<file path="src/rtl/const_mult_mod_pipe_if.sv">
// ---------------------------------------------------------------------------
// const_mult_mod_pipe_if
// Stream bundle for the pipelined GF(p) constant multiplier.
//   in_valid/in_ready : input beat handshake (beat taken when both high)
//   in_a              : operand, WIDTH bits, expected < P
//   in_k              : multiplier constant, KW bits
//   in_neg            : request -k*a mod p instead of k*a mod p
//   in_tag            : opaque side-band tag, returned with the result
//   out_valid/out_ready : result handshake
//   out_c             : result in [0, P-1]
//   out_err           : k was 0 or above MAX_K (out_c is then 0)
//   out_tag           : tag belonging to this result
// Modports: master = producer/consumer side, slave = multiplier side.
// WORD_SIZE supplies the default operand width when no override is given.
// ---------------------------------------------------------------------------
`ifndef WORD_SIZE
`define WORD_SIZE 8
`endif

interface const_mult_mod_pipe_if #(
  parameter int WIDTH = `WORD_SIZE,
  parameter int KW    = 4,
  parameter int TAG_W = 8
);
  logic             in_valid;
  logic             in_ready;
  logic [WIDTH-1:0] in_a;
  logic [KW-1:0]    in_k;
  logic             in_neg;
  logic [TAG_W-1:0] in_tag;
  logic             out_valid;
  logic             out_ready;
  logic [WIDTH-1:0] out_c;
  logic             out_err;
  logic [TAG_W-1:0] out_tag;

  modport master (
    output in_valid, in_a, in_k, in_neg, in_tag, out_ready,
    input  in_ready, out_valid, out_c, out_err, out_tag
  );

  modport slave (
    input  in_valid, in_a, in_k, in_neg, in_tag, out_ready,
    output in_ready, out_valid, out_c, out_err, out_tag
  );
endinterface

</file>
<file path="src/rtl/const_mult_mod_pipe.sv">
// ---------------------------------------------------------------------------
// const_mult_mod_pipe
// Three-stage pipelined constant multiplier over GF(p):
//   c = k*a mod p   (or -k*a mod p when negation is built in and requested)
// for a run-time constant 1 <= k <= MAX_K. One result per cycle.
//   S1: shift-add product m = k*a (no hard multiplier), error flag for bad k
//   S2: parallel trial subtractions m - j*P, keep the largest non-negative
//   S3: optional negation P - r, registered outputs
// Ports:
//   clk  : clock, all state on the rising edge
//   rst  : synchronous active-high reset; drops every beat in flight
//   bus  : const_mult_mod_pipe_if.slave stream bundle
// Build option:
//   CMM_NEG_EN : when defined, in_neg is honoured and the S3 subtractor is
//                built; when undefined, in_neg is ignored and out_c = r.
// Parameter defaults: WIDTH from WORD_SIZE, P from CHAR.
// Legal configuration: 2 <= MAX_K <= 15, 2**KW > MAX_K, P < 2**WIDTH.
// ---------------------------------------------------------------------------
`ifndef WORD_SIZE
`define WORD_SIZE 8
`endif
`ifndef CHAR
`define CHAR 251
`endif

module const_mult_mod_pipe #(
  parameter int WIDTH = `WORD_SIZE,
  parameter int P     = `CHAR,
  parameter int MAX_K = 8,
  parameter int KW    = 4,
  parameter int TAG_W = 8
) (
  input logic                 clk,
  input logic                 rst,
  const_mult_mod_pipe_if.slave bus
);

  // One extra bit above the largest product so the MSB of each trial
  // difference acts as its sign.
  localparam int PW = WIDTH + $clog2(MAX_K + 1) + 1;

  // -------------------------------------------------------------------------
  // Handshake: every stage moves together whenever the output is free.
  // -------------------------------------------------------------------------
  logic adv;
  logic out_valid_reg;

  assign adv          = !out_valid_reg || bus.out_ready;
  assign bus.in_ready = adv;

  // -------------------------------------------------------------------------
  // S1: shift-add product
  // -------------------------------------------------------------------------
  logic [PW-1:0] pp [KW];
  logic [PW-1:0] m_next;
  logic          err_next;

  generate
    for (genvar gi = 0; gi < KW; gi++) begin : g_pp
      assign pp[gi] = bus.in_k[gi] ? (PW'(bus.in_a) << gi) : '0;
    end
  endgenerate

  always_comb begin
    m_next   = '0;
    err_next = (bus.in_k == '0) || (bus.in_k > KW'(MAX_K));
    for (int i = 0; i < KW; i++) begin
      m_next = m_next + pp[i];
    end
    // A rejected k yields m = 0, so the later stages naturally produce 0.
    if (err_next) begin
      m_next = '0;
    end
  end

  logic             s1_valid_reg;
  logic [PW-1:0]    s1_m_reg;
  logic             s1_err_reg;
  logic [TAG_W-1:0] s1_tag_reg;

  // -------------------------------------------------------------------------
  // S2: reduction by parallel trial subtraction
  // -------------------------------------------------------------------------
  logic [PW-1:0]      diff [1:MAX_K-1];
  logic [MAX_K-1:1]   nonneg;
  logic [PW-1:0]      r_full;
  logic [WIDTH-1:0]   r_next;

  generate
    for (genvar gi = 1; gi < MAX_K; gi++) begin : g_trial
      localparam logic [PW-1:0] JP = PW'(longint'(gi) * longint'(P));
      assign diff[gi]   = s1_m_reg - JP;
      assign nonneg[gi] = ~diff[gi][PW-1];
    end
  endgenerate

  // Since a < P we have m < MAX_K*P, so the largest non-negative trial
  // difference is already below P; later indices override earlier ones.
  always_comb begin
    r_full = s1_m_reg;
    for (int j = 1; j < MAX_K; j++) begin
      if (nonneg[j]) begin
        r_full = diff[j];
      end
    end
  end

  assign r_next = r_full[WIDTH-1:0];

  logic [PW-WIDTH-1:0] unused_r_hi;
  assign unused_r_hi = r_full[PW-1:WIDTH];

  logic             s2_valid_reg;
  logic [WIDTH-1:0] s2_r_reg;
  logic             s2_err_reg;
  logic [TAG_W-1:0] s2_tag_reg;

  // -------------------------------------------------------------------------
  // S3: optional negation
  // -------------------------------------------------------------------------
  logic [WIDTH-1:0] c_next;

`ifdef CMM_NEG_EN
  logic s1_neg_reg;
  logic s2_neg_reg;

  // Zero is its own negative; P - 0 would leave the field range.
  always_comb begin
    c_next = s2_r_reg;
    if (s2_neg_reg && (s2_r_reg != '0)) begin
      c_next = WIDTH'(P) - s2_r_reg;
    end
  end

  always_ff @(posedge clk) begin
    if (adv) begin
      s1_neg_reg <= bus.in_neg;
      s2_neg_reg <= s1_neg_reg;
    end
  end
`else
  logic unused_neg;
  assign unused_neg = bus.in_neg;
  assign c_next     = s2_r_reg;
`endif

  logic [WIDTH-1:0] out_c_reg;
  logic             out_err_reg;
  logic [TAG_W-1:0] out_tag_reg;

  // -------------------------------------------------------------------------
  // Control state and output registers (reset)
  // -------------------------------------------------------------------------
  always_ff @(posedge clk) begin
    if (rst) begin
      s1_valid_reg  <= 1'b0;
      s2_valid_reg  <= 1'b0;
      out_valid_reg <= 1'b0;
      out_c_reg     <= '0;
      out_err_reg   <= 1'b0;
      out_tag_reg   <= '0;
    end else if (adv) begin
      // Bubbles advance like beats; nothing is collapsed.
      s1_valid_reg  <= bus.in_valid;
      s2_valid_reg  <= s1_valid_reg;
      out_valid_reg <= s2_valid_reg;
      out_c_reg     <= c_next;
      out_err_reg   <= s2_err_reg;
      out_tag_reg   <= s2_tag_reg;
    end
  end

  // -------------------------------------------------------------------------
  // Pipeline data registers (no reset; qualified by the valid bits)
  // -------------------------------------------------------------------------
  always_ff @(posedge clk) begin
    if (adv) begin
      s1_m_reg   <= m_next;
      s1_err_reg <= err_next;
      s1_tag_reg <= bus.in_tag;
      s2_r_reg   <= r_next;
      s2_err_reg <= s1_err_reg;
      s2_tag_reg <= s1_tag_reg;
    end
  end

  assign bus.out_valid = out_valid_reg;
  assign bus.out_c     = out_c_reg;
  assign bus.out_err   = out_err_reg;
  assign bus.out_tag   = out_tag_reg;

endmodule

</file>
<file path="src/flat_wrapper.sv">
// flat-port wrapper written by rule: the top's interface ports become plain ports
module const_mult_mod_pipe_flat 
#(
  parameter int WIDTH = `WORD_SIZE,
  parameter int P     = `CHAR,
  parameter int MAX_K = 8,
  parameter int KW    = 4,
  parameter int TAG_W = 8
)
  (clk, rst, bus_in_valid, bus_in_a, bus_in_k, bus_in_neg, bus_in_tag, bus_out_ready, bus_in_ready, bus_out_valid, bus_out_c, bus_out_err, bus_out_tag);
  const_mult_mod_pipe_if #(.WIDTH(WIDTH), .KW(KW), .TAG_W(TAG_W)) bus_i ();
  input logic clk;
  input logic rst;
  input wire logic [$bits(bus_i.in_valid)-1:0] bus_in_valid;
  input wire logic [$bits(bus_i.in_a)-1:0] bus_in_a;
  input wire logic [$bits(bus_i.in_k)-1:0] bus_in_k;
  input wire logic [$bits(bus_i.in_neg)-1:0] bus_in_neg;
  input wire logic [$bits(bus_i.in_tag)-1:0] bus_in_tag;
  input wire logic [$bits(bus_i.out_ready)-1:0] bus_out_ready;
  output wire logic [$bits(bus_i.in_ready)-1:0] bus_in_ready;
  output wire logic [$bits(bus_i.out_valid)-1:0] bus_out_valid;
  output wire logic [$bits(bus_i.out_c)-1:0] bus_out_c;
  output wire logic [$bits(bus_i.out_err)-1:0] bus_out_err;
  output wire logic [$bits(bus_i.out_tag)-1:0] bus_out_tag;
  assign bus_i.in_valid = bus_in_valid;
  assign bus_i.in_a = bus_in_a;
  assign bus_i.in_k = bus_in_k;
  assign bus_i.in_neg = bus_in_neg;
  assign bus_i.in_tag = bus_in_tag;
  assign bus_i.out_ready = bus_out_ready;
  assign bus_in_ready = bus_i.in_ready;
  assign bus_out_valid = bus_i.out_valid;
  assign bus_out_c = bus_i.out_c;
  assign bus_out_err = bus_i.out_err;
  assign bus_out_tag = bus_i.out_tag;
  const_mult_mod_pipe #(.WIDTH(WIDTH), .P(P), .MAX_K(MAX_K), .KW(KW), .TAG_W(TAG_W)) u_core (.clk(clk), .rst(rst), .bus(bus_i));
endmodule
</file>
<file path="config.mk">
export PLATFORM = sky130hd
export DESIGN_NAME = const_mult_mod_pipe_flat
export DESIGN_NICKNAME = d
export VERILOG_FILES = /design/src/rtl/const_mult_mod_pipe_if.sv /design/src/rtl/const_mult_mod_pipe.sv /design/src/flat_wrapper.sv
export SDC_FILE = /design/constraint.sdc
export NUM_CORES = 1
export LEC_CHECK = 0
export CORE_AREA = 2 2 102 75
export CTS_CLUSTER_SIZE = 25
export DETAILED_ROUTE_END_ITERATION = 7
export DIE_AREA = 0 0 104 77
export HOLD_SLACK_MARGIN = 0.03
export PLACE_DENSITY = 0.93
export SLEW_MARGIN = 40
export SYNTH_ARGS = -nofsm -noshare
export SYNTH_HDL_FRONTEND = slang
export SYNTH_SLANG_ARGS = --single-unit
</file>
<file path="constraint.sdc">
create_clock -name clk -period 6.85 [get_ports clk]
set_input_delay 1.37 -clock clk [delete_from_list [all_inputs] [get_ports clk]]
set_output_delay 1.37 -clock clk [all_outputs]
set_load 0.01 [all_outputs]
</file>
==> results of run 1 <==
-- metal layers --
layer / GRT usage (%) / wire (um)
met3: 5.95 / 725
met1: 33.9 / 4280
met5: 0 / 0
met4: 8.65 / 218
met2: 41.2 / 4420
-- worst max-delay path by stage --
stage	start	slack (ns)	end	depth (start not counted)
6_report	bus_in_k[3]	1.79	u_core.s1_m_reg[11]	15
5_1_grt	bus_in_k[3]	1.52	u_core.s1_m_reg[11]	15
4_1_cts	bus_in_k[3]	1.82	u_core.s1_m_reg[11]	15
3_5_place_dp	bus_in_k[3]	1.47	u_core.s1_m_reg[11]	15
3_3_place_gp	bus_in_k[3]	1.56	u_core.s1_m_reg[11]	15
2_1_floorplan	bus_in_k[3]	2.16	u_core.s1_m_reg[11]	15
-- metrics by stage --
stage,setup WS (ns),std cells,hold slack [ns]
after floorplan,2.16,459,0.400
after global placement,1.56,579,0.401
after detailed placement,1.47,580,0.405
after CTS,1.82,596,0.425
after global routing,1.52,596,0.438
final,1.79,596,0.423
-- report_power, final --
part | internal, W | switching (W)
clock network | 0.000169 | 0.000152
logic | 0.000221 | 0.000281
registers | 0.000460 | 0.0000681
-- logic make-up after synthesis --
| group | synth area share (%) |
|---|---|
| adder cells (fa/ha/maj) | 13.9 |
| AND/OR/NAND/NOR | 19.5 |
| buffers and inverters | 5.69 |
| XOR/XNOR | 3.73 |
| AO/OA/AOI/OAI | 19.0 |
| multiplexers | 1.01 |
| flip-flops | 37.2 |
-- layout by cell type (no fill, tap or decap), drive strengths merged, types with 9 or more instances in the layout --
cell            n
nand2          65
a21oi          45
clkdlybuf4s50  42
edfxtp         39
inv            36
nor2           26
ha             26
and2           26
dfxtp          20
fa             13
o21ai          11
xnor2          11
a211oi         11
clkbuf          9
-- layout make-up --
type	count	area share, %
well taps	98	2.51
repair buffers	45	9.13
multi-input cells	343	49.5
inverters	35	2.69
flip-flops and latches	59	32.1
clock inverters	7	1.56
clock buffers	9	2.53
==> reports/metrics.cfg, run 1 <==
[status]
status = finished, final reports clean

[routing]
num_vias = 3623
finalWirelength_um = 9640
wl_per_cell_um = 16.2
via_per_inst = 6.08
first_pass_iters = 5
drtIter0Drc = 429
drtAntennaViolNets = 0
drc = 0

[setup_path]
worstSetupPathType = input port to flip-flop
cp_slowest_cell = clkdlybuf4s50_1
worstPathRequired_ns = 6.93
cpPeakStageDelay_ns = 0.58
reg2reg_to = u_core.c_next[3]
crit_chain = clkdlybuf4s50_1 -> and2_1 -> fa_1 -> inv_1 -> fa_1 -> inv_1 -> ha_1 -> fa_1 -> a21o_1 -> a21oi_1 -> o21bai_1 -> a21oi_1 -> o21ai_0 -> xnor2_1 -> nor2_1
regToRegSetupSlack_ns = 3.42
r2r_start = u_core.s1_m_reg[1]
cpMostUsedCell = fa_1
r2r_cells = 9
arrival_ns = 5.14
worstSetupStartpointType = input port
crit_path_end_kind = flip-flop
cp_top_family = adder cells
path_max_fanout = 10
crit_buf_inv = 3

[sta]
hold_viol = 0
finalSetupTns_ns = 0
max_freq_mhz = 198
rsz0062_at_grt = no
period_minus_slack_ns = 5.06
setup_viol = 0
fin_crit_sh_pct = 73.8
clock_skew_ns = 0.0104
drv_slew = 0
worstMarginPinSlew_ns = 0.764
relSlewSlack_pct = 48.9

[power]
power_w = 0.00135
p_leak_nw = 1.98
cellPowerDensity_nw_per_um2 = 276
peakVddDrop_mv = 0.162

[clock_tree]
cts_tree = built
postCtsHoldBufs = 0
cts_setup_buffers = 0
cts_sinks = 59
htree_levels = 3
insertion_delay_ns = 0.35
cts_buffers = 9
cts-root-buf = clkbuf_8
clock_path_buffers = 2
clkSlewWorstSetupHoldPaths_ns = 0.07
ctsResizeCount = 0

[floorplanning]
core-area_sq_um = 7030
dieArea_sq_um = 8010
ioPinCount = 44
die_w_um = 104
fp-row-count = 26
die_h_um = 77
start_util_pct = 60.1

[synthesis]
synthTopCellsByArea = edfxtp_1 (28%), dfxtp_1 (9.5%), ha_1 (7.7%)
ys.flop_type = edfxtp_1
synth_top_cell_area_share_pct = 27.7
synth.most_common_cell = nand2_1
postSynthCellCount = 459
ys_seq_elements = 59
yosysWarnings = 0
ys_async_sr_fraction_pct = 0
synth_edf_count = 39
yosys.area.top_type = edfxtp_1
synthDistinctLibCells = 66
synth_top_cells_by_count = nand2_1 (65), a21oi_1 (44), edfxtp_1 (39), inv_1 (35)
synth.avg_cell_area_sq_um = 9.20
netlist_area_sq_um = 4220
synth_nets = 523
synth_sequential_area_ratio_pct = 37.2

[placement]
io_buffers = 42
routabilityCongestion = 0.960
placed_cell_area_sq_um = 4690
place_hpwl_um = 7070

[global_routing]
antenna_found_initial = 0
grt_pass1_wl_um = 16300
track_usage_pct = 25.5
grt.overflow.total = 0
grt_start_max_net_pins = 59
grt_pass1_vias = 3410

[final_layout]
diodes = 0
drive_above_1_share_pct = 6.83
register_area_sq_um = 1570
post-route-util_pct = 69.6
nets = 557
area_delta_synth_final_pct = 15.8
largest_reg_flops = 13
multiInputGateArea_sq_um = 2420
fillers = 535
stdcell_area_sq_um = 4890

[worst_hold_path]
hold_class = flip-flop to flip-flop
whs_endpoint = u_core.s2_tag_reg[3]
hold_path_depth = 0
min_from = u_core.s1_tag_reg[3]

[run]
cap_viol_max_count = 0

No activity file was read; power rests on OpenSTA's default activity.
==> run 2: changes to the inputs <==
--- a/config.mk
+++ b/config.mk
@@ -5,12 +5,12 @@
 export SDC_FILE = /design/constraint.sdc
 export NUM_CORES = 1
 export LEC_CHECK = 0
-export CORE_AREA = 2 2 102 75
+export CORE_AREA = 2 2 106 77
 export CTS_CLUSTER_SIZE = 25
 export DETAILED_ROUTE_END_ITERATION = 7
-export DIE_AREA = 0 0 104 77
+export DIE_AREA = 0 0 108 79
 export HOLD_SLACK_MARGIN = 0.03
-export PLACE_DENSITY = 0.93
+export PLACE_DENSITY = 0.88
 export SLEW_MARGIN = 40
 export SYNTH_ARGS = -nofsm -noshare
 export SYNTH_HDL_FRONTEND = slang
==> constraint.sdc (replaced) <==
create_clock -name clk -period 5.2 [get_ports clk]
set_input_delay 1.04 -clock clk [delete_from_list [all_inputs] [get_ports clk]]
set_output_delay 1.04 -clock clk [all_outputs]
set_load 0.01 [all_outputs]
==> reports/metrics.cfg, run 2 (synthesis results as in run 1) <==
[status]
status = finished, final reports clean

[setup_path]
cpMostUsedCell = fa_1
worstPathRequired_ns = 5.26  ; -1.67 ns
arrival_ns = 4.67  ; -0.47 ns
cp_slowest_cell = clkdlybuf4s50_1
r2r_start = u_core.s1_m_reg[3]
path_max_fanout = 9  ; -1
worstSetupStartpointType = input port
cpPeakStageDelay_ns = 0.53  ; -0.05 ns
worstSetupPathType = input port to flip-flop
setup.worst_path.start = bus_in_k[1]
crit_buf_inv = 3  ; unchanged
regToRegSetupSlack_ns = 1.82  ; -1.60 ns
crit_path_end_kind = flip-flop
r2r_cells = 9  ; unchanged
cp_top_family = adder cells
crit_chain = clkdlybuf4s50_1 -> and2_1 -> fa_1 -> inv_1 -> fa_1 -> inv_1 -> ha_1 -> fa_1 -> a21o_1 -> a21oi_1 -> o21bai_1 -> a21oi_1 -> o21ai_0 -> xnor2_1 -> nor2_1
reg2reg_to = u_core.c_next[7]

[sta]
fin_crit_sh_pct = 88.6
relSlewSlack_pct = 42.8  ; -6.1 points
max_freq_mhz = 217
period_minus_slack_ns = 4.61
finalSetupTns_ns = 0  ; unchanged
setup_viol = 0  ; unchanged
drv_slew = 0  ; unchanged
hold_viol = 0  ; unchanged
rsz0062_at_grt = no
clock_skew_ns = 0.00797  ; -0.00245 ns
worst_slack_ns = 0.593  ; -1.20 ns
worstMarginPinSlew_ns = 0.855  ; +0.0911 ns

[clock_tree]
cts-root-buf = clkbuf_8
clock_path_buffers = 2  ; unchanged
cts_tree = built
cts_setup_buffers = 0  ; unchanged
htree_levels = 3  ; unchanged
ctsResizeCount = 0  ; unchanged
postCtsHoldBufs = 0  ; unchanged
clkSlewWorstSetupHoldPaths_ns = 0.07  ; about the same
cts_sinks = 59  ; unchanged
insertion_delay_ns = 0.33  ; -0.02 ns
cts_buffers = 9  ; unchanged

[routing]
drtIter0Drc = 301  ; -30%
finalWirelength_um = 9550  ; -0.90%
drc = 0  ; unchanged
wl_per_cell_um = 15.9  ; -1.7%
num_vias = 3583  ; -1.1%
drtAntennaViolNets = 0  ; unchanged
first_pass_iters = 5  ; unchanged
via_per_inst = 5.96  ; -1.9%

[placement]
placed_cells = 585  ; +0.86%
pre_cts_slack_ns = 0.232  ; -1.24 ns
routabilityCongestion = 0.964  ; +0.42%
io_buffers = 42  ; unchanged
place_hpwl_um = 7000  ; -1.1%

[power]
peakVddDrop_mv = 0.202  ; +25%
cellPowerDensity_nw_per_um2 = 366  ; +32%
p_leak_nw = 1.99  ; +0.75%

[final_layout]
nets = 559  ; +0.36%
largest_reg_flops = 13  ; unchanged
diodes = 0  ; unchanged
multiInputGateArea_sq_um = 2420  ; unchanged
register_area_sq_um = 1570  ; unchanged
final-instance-count-excl-fill = 601  ; +0.84%
fillers = 614  ; +15%
final_common_cell = nand2_1
area_delta_synth_final_pct = 16.6
final_cell_mix = nand2_1 (65), a21oi_1 (44), clkdlybuf4s50_1 (42)
drive_above_1_share_pct = 6.80  ; -0.027 points

[floorplanning]
fp-row-count = 27  ; +3.8%
start_util_pct = 55.6  ; -4.5 points
core-area_sq_um = 7600  ; +8.2%
die_w_um = 108  ; +3.8%
ioPinCount = 44  ; unchanged
die_h_um = 79  ; +2.6%
dieArea_sq_um = 8530  ; +6.5%

[worst_hold_path]
hold_class = flip-flop to flip-flop
whs_endpoint = u_core.s2_err_reg
min_from = u_core.s1_err_reg
hold_path_depth = 0  ; unchanged

[global_routing]
antenna_found_initial = 0  ; unchanged
grt_pass1_wl_um = 15900  ; -2.2%
track_usage_pct = 23.6  ; -1.8 points
grt_pass1_vias = 3397  ; -0.38%
grt.overflow.total = 0  ; unchanged
grt_start_max_net_pins = 59  ; unchanged

[run]
cap_viol_max_count = 0  ; unchanged

run 2: through the flow:
step	utilization [%]	hold slack, ns	power [W]	instance area, sq um
2_1_floorplan	-	0.400	0.00116	4220
3_3_place_gp	61.7	0.402	0.00132	4690
3_5_place_dp	62.0	0.405	0.00135	4710
4_1_cts	64.8	0.422	0.00179	4930
5_1_grt	64.8	0.430	0.00191	4930
6_report	64.8	0.420	0.00180	4930
run 2: how the worst max path moves through the flow:
stage,to,cells past startpoint
6_report,u_core.s1_m_reg[11],15
4_1_cts,u_core.s1_m_reg[11],15
3_3_place_gp,u_core.s1_m_reg[11],15
5_1_grt,u_core.s1_m_reg[11],15
3_5_place_dp,u_core.s1_m_reg[11],15
2_1_floorplan,u_core.s1_m_reg[11],15
run 2: power breakdown:
| group | leakage [nW] | internal (W) | switching (W) | total, W |
|---|---|---|---|---|
| Combinational | 1.30 | 0.000292 | 0.000373 | 0.000666 |
| Clock | 0.101 | 0.000264 | 0.000178 | 0.000442 |
| Sequential | 0.593 | 0.000607 | 0.0000874 | 0.000694 |
| Total | 1.99 | 0.00116 | 0.000639 | 0.00180 |
run 2: area by class of cell:
| class | instances | area share, % |
|---|---|---|
| tap | 101 | 2.57 |
| timing repair buffer | 47 | 9.37 |
| sequential | 59 | 31.9 |
| inverter | 35 | 2.67 |
| clock inverter | 3 | 0.914 |
| multi-input combinational | 343 | 49.1 |
| clock buffer | 13 | 3.45 |
run 2: worst reg2reg max path, stage by stage (launching register included):
cell and delay [ns]:
edfxtp_1 0.70, inv_1 0.28, ha_1 0.30, a21o_1 0.21, a31oi_2 0.26, xnor2_1 0.35
a221oi_1 0.19, a211oi_2 0.45, o221a_1 0.28, nand3_1 0.10
run 2: metal layers:
layer  GRT usage (%)  part of all wire (%)  up-vias
met3            4.27                   7.1       25
met1            31.9                    43     1678
li1                -                     -     1709
met4            6.79                   1.6        0
met5               0                     0        -
met2            39.2                    48      171
==> RTL change 1 (settings of run 2) <==
Change the macro `WORD_SIZE` from 8 to 32.
--- a/src/rtl/const_mult_mod_pipe_if.sv
+++ b/src/rtl/const_mult_mod_pipe_if.sv
@@ -14,7 +14,7 @@
 // WORD_SIZE supplies the default operand width when no override is given.
 // ---------------------------------------------------------------------------
 `ifndef WORD_SIZE
-`define WORD_SIZE 8
+`define WORD_SIZE 32
 `endif
 
 interface const_mult_mod_pipe_if #(
Ports: changed (resized bus_in_a and bus_out_c); port bits go from 44 to 92. The function was not compared with the original's and may differ.
==> RTL change 1 against run 2 <==
The flow now stops in 3_1_place_gp_skip_io; area after synthesis rose by 150%.
==> RTL change 1: results (changes against run 2) <==
- Status: did not finish (was finished, final reports clean)
- Exit stage: 3_1_place_gp_skip_io
- Stop Error: [ERROR GPL-0301] Utilization 150.651 % exceeds 100%.
- Post-synth design cell area: 10430 um2 (was 4224 um2)
- Ys async rst share: 0% (unchanged)
- Yosys warnings: 0 (unchanged)
- Post-Syn Nets: 1338 (was 523)
- Count of cell types in the netlist: 73 (was 66)
- Synth Area in XOR/XNOR: 5.460% (was 3.732%)
- Adder-Cell Fraction of Synth Area: 17.71% (was 13.86%)
- Area contributors post-synth: edfxtp_1, fa_1, dfxtp_1 (was edfxtp_1, dfxtp_1, ha_1)
- Synth top cells by count: nand2_1, inv_1, a21oi_1, and2_1, edfxtp_1 (was nand2_1, a21oi_1, edfxtp_1, inv_1)
- Mapped Avg Cell Area: 8.852 um2 (was 9.203 um2)
- Synth Flop Type: edfxtp_1 (unchanged)
- Mux contribution to synthesized area: 0.4800% (was 1.007%)
- Compound-Gate Fraction of Synth Area: 15.49% (was 19.02%)
- Yosys reg bits: 131 (was 59)
- Post-synth EDFFs: 87 (was 39)
- Sequential area share after synthesis: 33.50% (was 37.20%)
==> RTL change 1: kinds of logic after synthesis <==
kind of cell | Yosys count
AOI/OAI and AO/OA | 248
xor gates and xnor gates | 65
adders and majority gates | 111
buffers and inverters | 167
DFF | 131
muxes | 5
and+or+nand+nor | 451
==> RTL change 2 (flow settings as in run 2) <==
Made on the original files. The option `CMM_NEG_EN` is turned on by a define.
--- a/src/rtl/const_mult_mod_pipe.sv
+++ b/src/rtl/const_mult_mod_pipe.sv
@@ -16,6 +16,8 @@
 // Parameter defaults: WIDTH from WORD_SIZE, P from CHAR.
 // Legal configuration: 2 <= MAX_K <= 15, 2**KW > MAX_K, P < 2**WIDTH.
 // ---------------------------------------------------------------------------
+`define CMM_NEG_EN
+
 `ifndef WORD_SIZE
 `define WORD_SIZE 8
 `endif
Behaviour: not the same (a bounded check fails within 4 cycles, from zero or initial values and one cycle with rst high).
==> RTL change 2 against run 2 <==
Sequential cell count rose by 2; critical path depth increased by 2; wire length fell by 4.8%; final area decreased by 1.6%; fmax decreased by 0.36%; area after synthesis down 0.80%; worst setup slack worse by 0.017 ns; count of clock-buffer cells in the layout decreased by 4; sequential power is 5.6% higher; total power down 2.6%; critical path type unchanged; critical endpoint unchanged; largest power group unchanged.
==> RTL change 2: results (changes against run 2) <==
- Placed Area: 4673 um2 (was 4711 um2)
- Synth Area in XOR/XNOR: 5.852% (was 3.732%)
- Crit path from: bus_in_k[3] (was bus_in_k[1])
- Vias: 3370 (was 3583)
- First-pass GRT wire length: 15190 um (was 15950 um)
- Vias in the first global route: 3216 (was 3397)
- Adder-Cell Fraction of Synth Area: 14.57% (was 13.86%)
- Post-place setup slack: 0.2198 ns (was 0.2325 ns)
- Port Buffers: 43 (was 42)
- Status: finished, final reports clean (unchanged)
- Placer Congestion: 0.9669 (was 0.9637)
- DRT iter0 DRCs: 270 (was 301)
- Reg2reg path depth: 11 (was 9)
- Sequential area share after synthesis: 38.94% (was 37.20%)
- Post-Syn Nets: 515 (was 523)
- DP Cell Count: 578 (was 585)
- Count of cell types in the netlist: 54 (was 66)
- DP HPWL: 6802 um (was 6997 um)
- Worst R2R Setup Slack: 1.45 ns (was 1.82 ns)
- Layout cells sized above 1: 5.071% (was 6.800%)
- Pin count of the biggest net entering global routing: 67 (was 59)
- Mux contribution to synthesized area: 0.4778% (was 1.007%)
- NumNets Final: 554 (was 559)
- Post-layout minimum cycle time: 4.624 ns (was 4.607 ns)
- Cells after Synth: 449 (was 459)
- Worst Hold End: u_core.s2_tag_reg[6] (was u_core.s2_err_reg)
- Area contributors post-synth: edfxtp_1, dfxtp_1, ha_1 (unchanged)
==> RTL change 2: cell count changes after synthesis, moves of 3 or more <==
| cell | run 2 | this run |
|---|---|---|
| a31oi_1 | 1 | 8 |
| a21oi_1 | 44 | 37 |
| nor4_1 | 7 | 2 |
| clkbuf_1 | 13 | 10 |
| xnor2_1 | 11 | 23 |
| nand2_1 | 65 | 55 |
| o21ai_0 | 11 | 23 |
| o22ai_1 | 5 | 2 |
| nor2_1 | 26 | 29 |
| a21o_1 | 7 | 4 |
==> RTL change 2: cell type report <==
type / count / area, um2 / share of cell area, %
multi-input cells: 331 / 2316 / 47.78
inverters: 39 / 146.4 / 3.020
flip-flops and latches: 61 / 1632 / 33.66
well taps: 101 / 126.4 / 2.607
clock inverters: 7 / 50.05 / 1.033
repair buffers: 46 / 452.9 / 9.344
clock buffers: 9 / 123.9 / 2.556
==> RTL change 2: worst max-delay path, cell delays in order <==
cell	delay, ns
clkdlybuf4s50_1	0.54
and2_1	0.23
fa_1	0.53
inv_1	0.05
fa_1	0.46
inv_1	0.06
ha_1	0.17
inv_1	0.06
fa_1	0.39
nor2b_1	0.19
o21ai_0	0.15
a21boi_0	0.27
o21ai_0	0.13
nand2b_1	0.14
a21o_1	0.13
a21oi_1	0.07
mux2i_1	0.12
==> RTL change 2: layer usage <==
layer / global-route usage, % / routed length [um] / up-vias
li1: - / - / 1649
met1: 29.16 / 4012 / 1575
met2: 37.42 / 4329 / 135
met3: 7.800 / 656 / 11
met4: 5.385 / 93 / 0
met5: 0 / 0 / -
==> RTL change 2: power breakdown <==
| part | switching [mW] | internal [mW] | leakage [nW] |
|---|---|---|---|
| clock | 0.192 | 0.174 | 0.0933 |
| combinational | 0.350 | 0.308 | 1.30 |
| sequential | 0.104 | 0.629 | 0.613 |
| total | 0.646 | 1.11 | 2.01 |
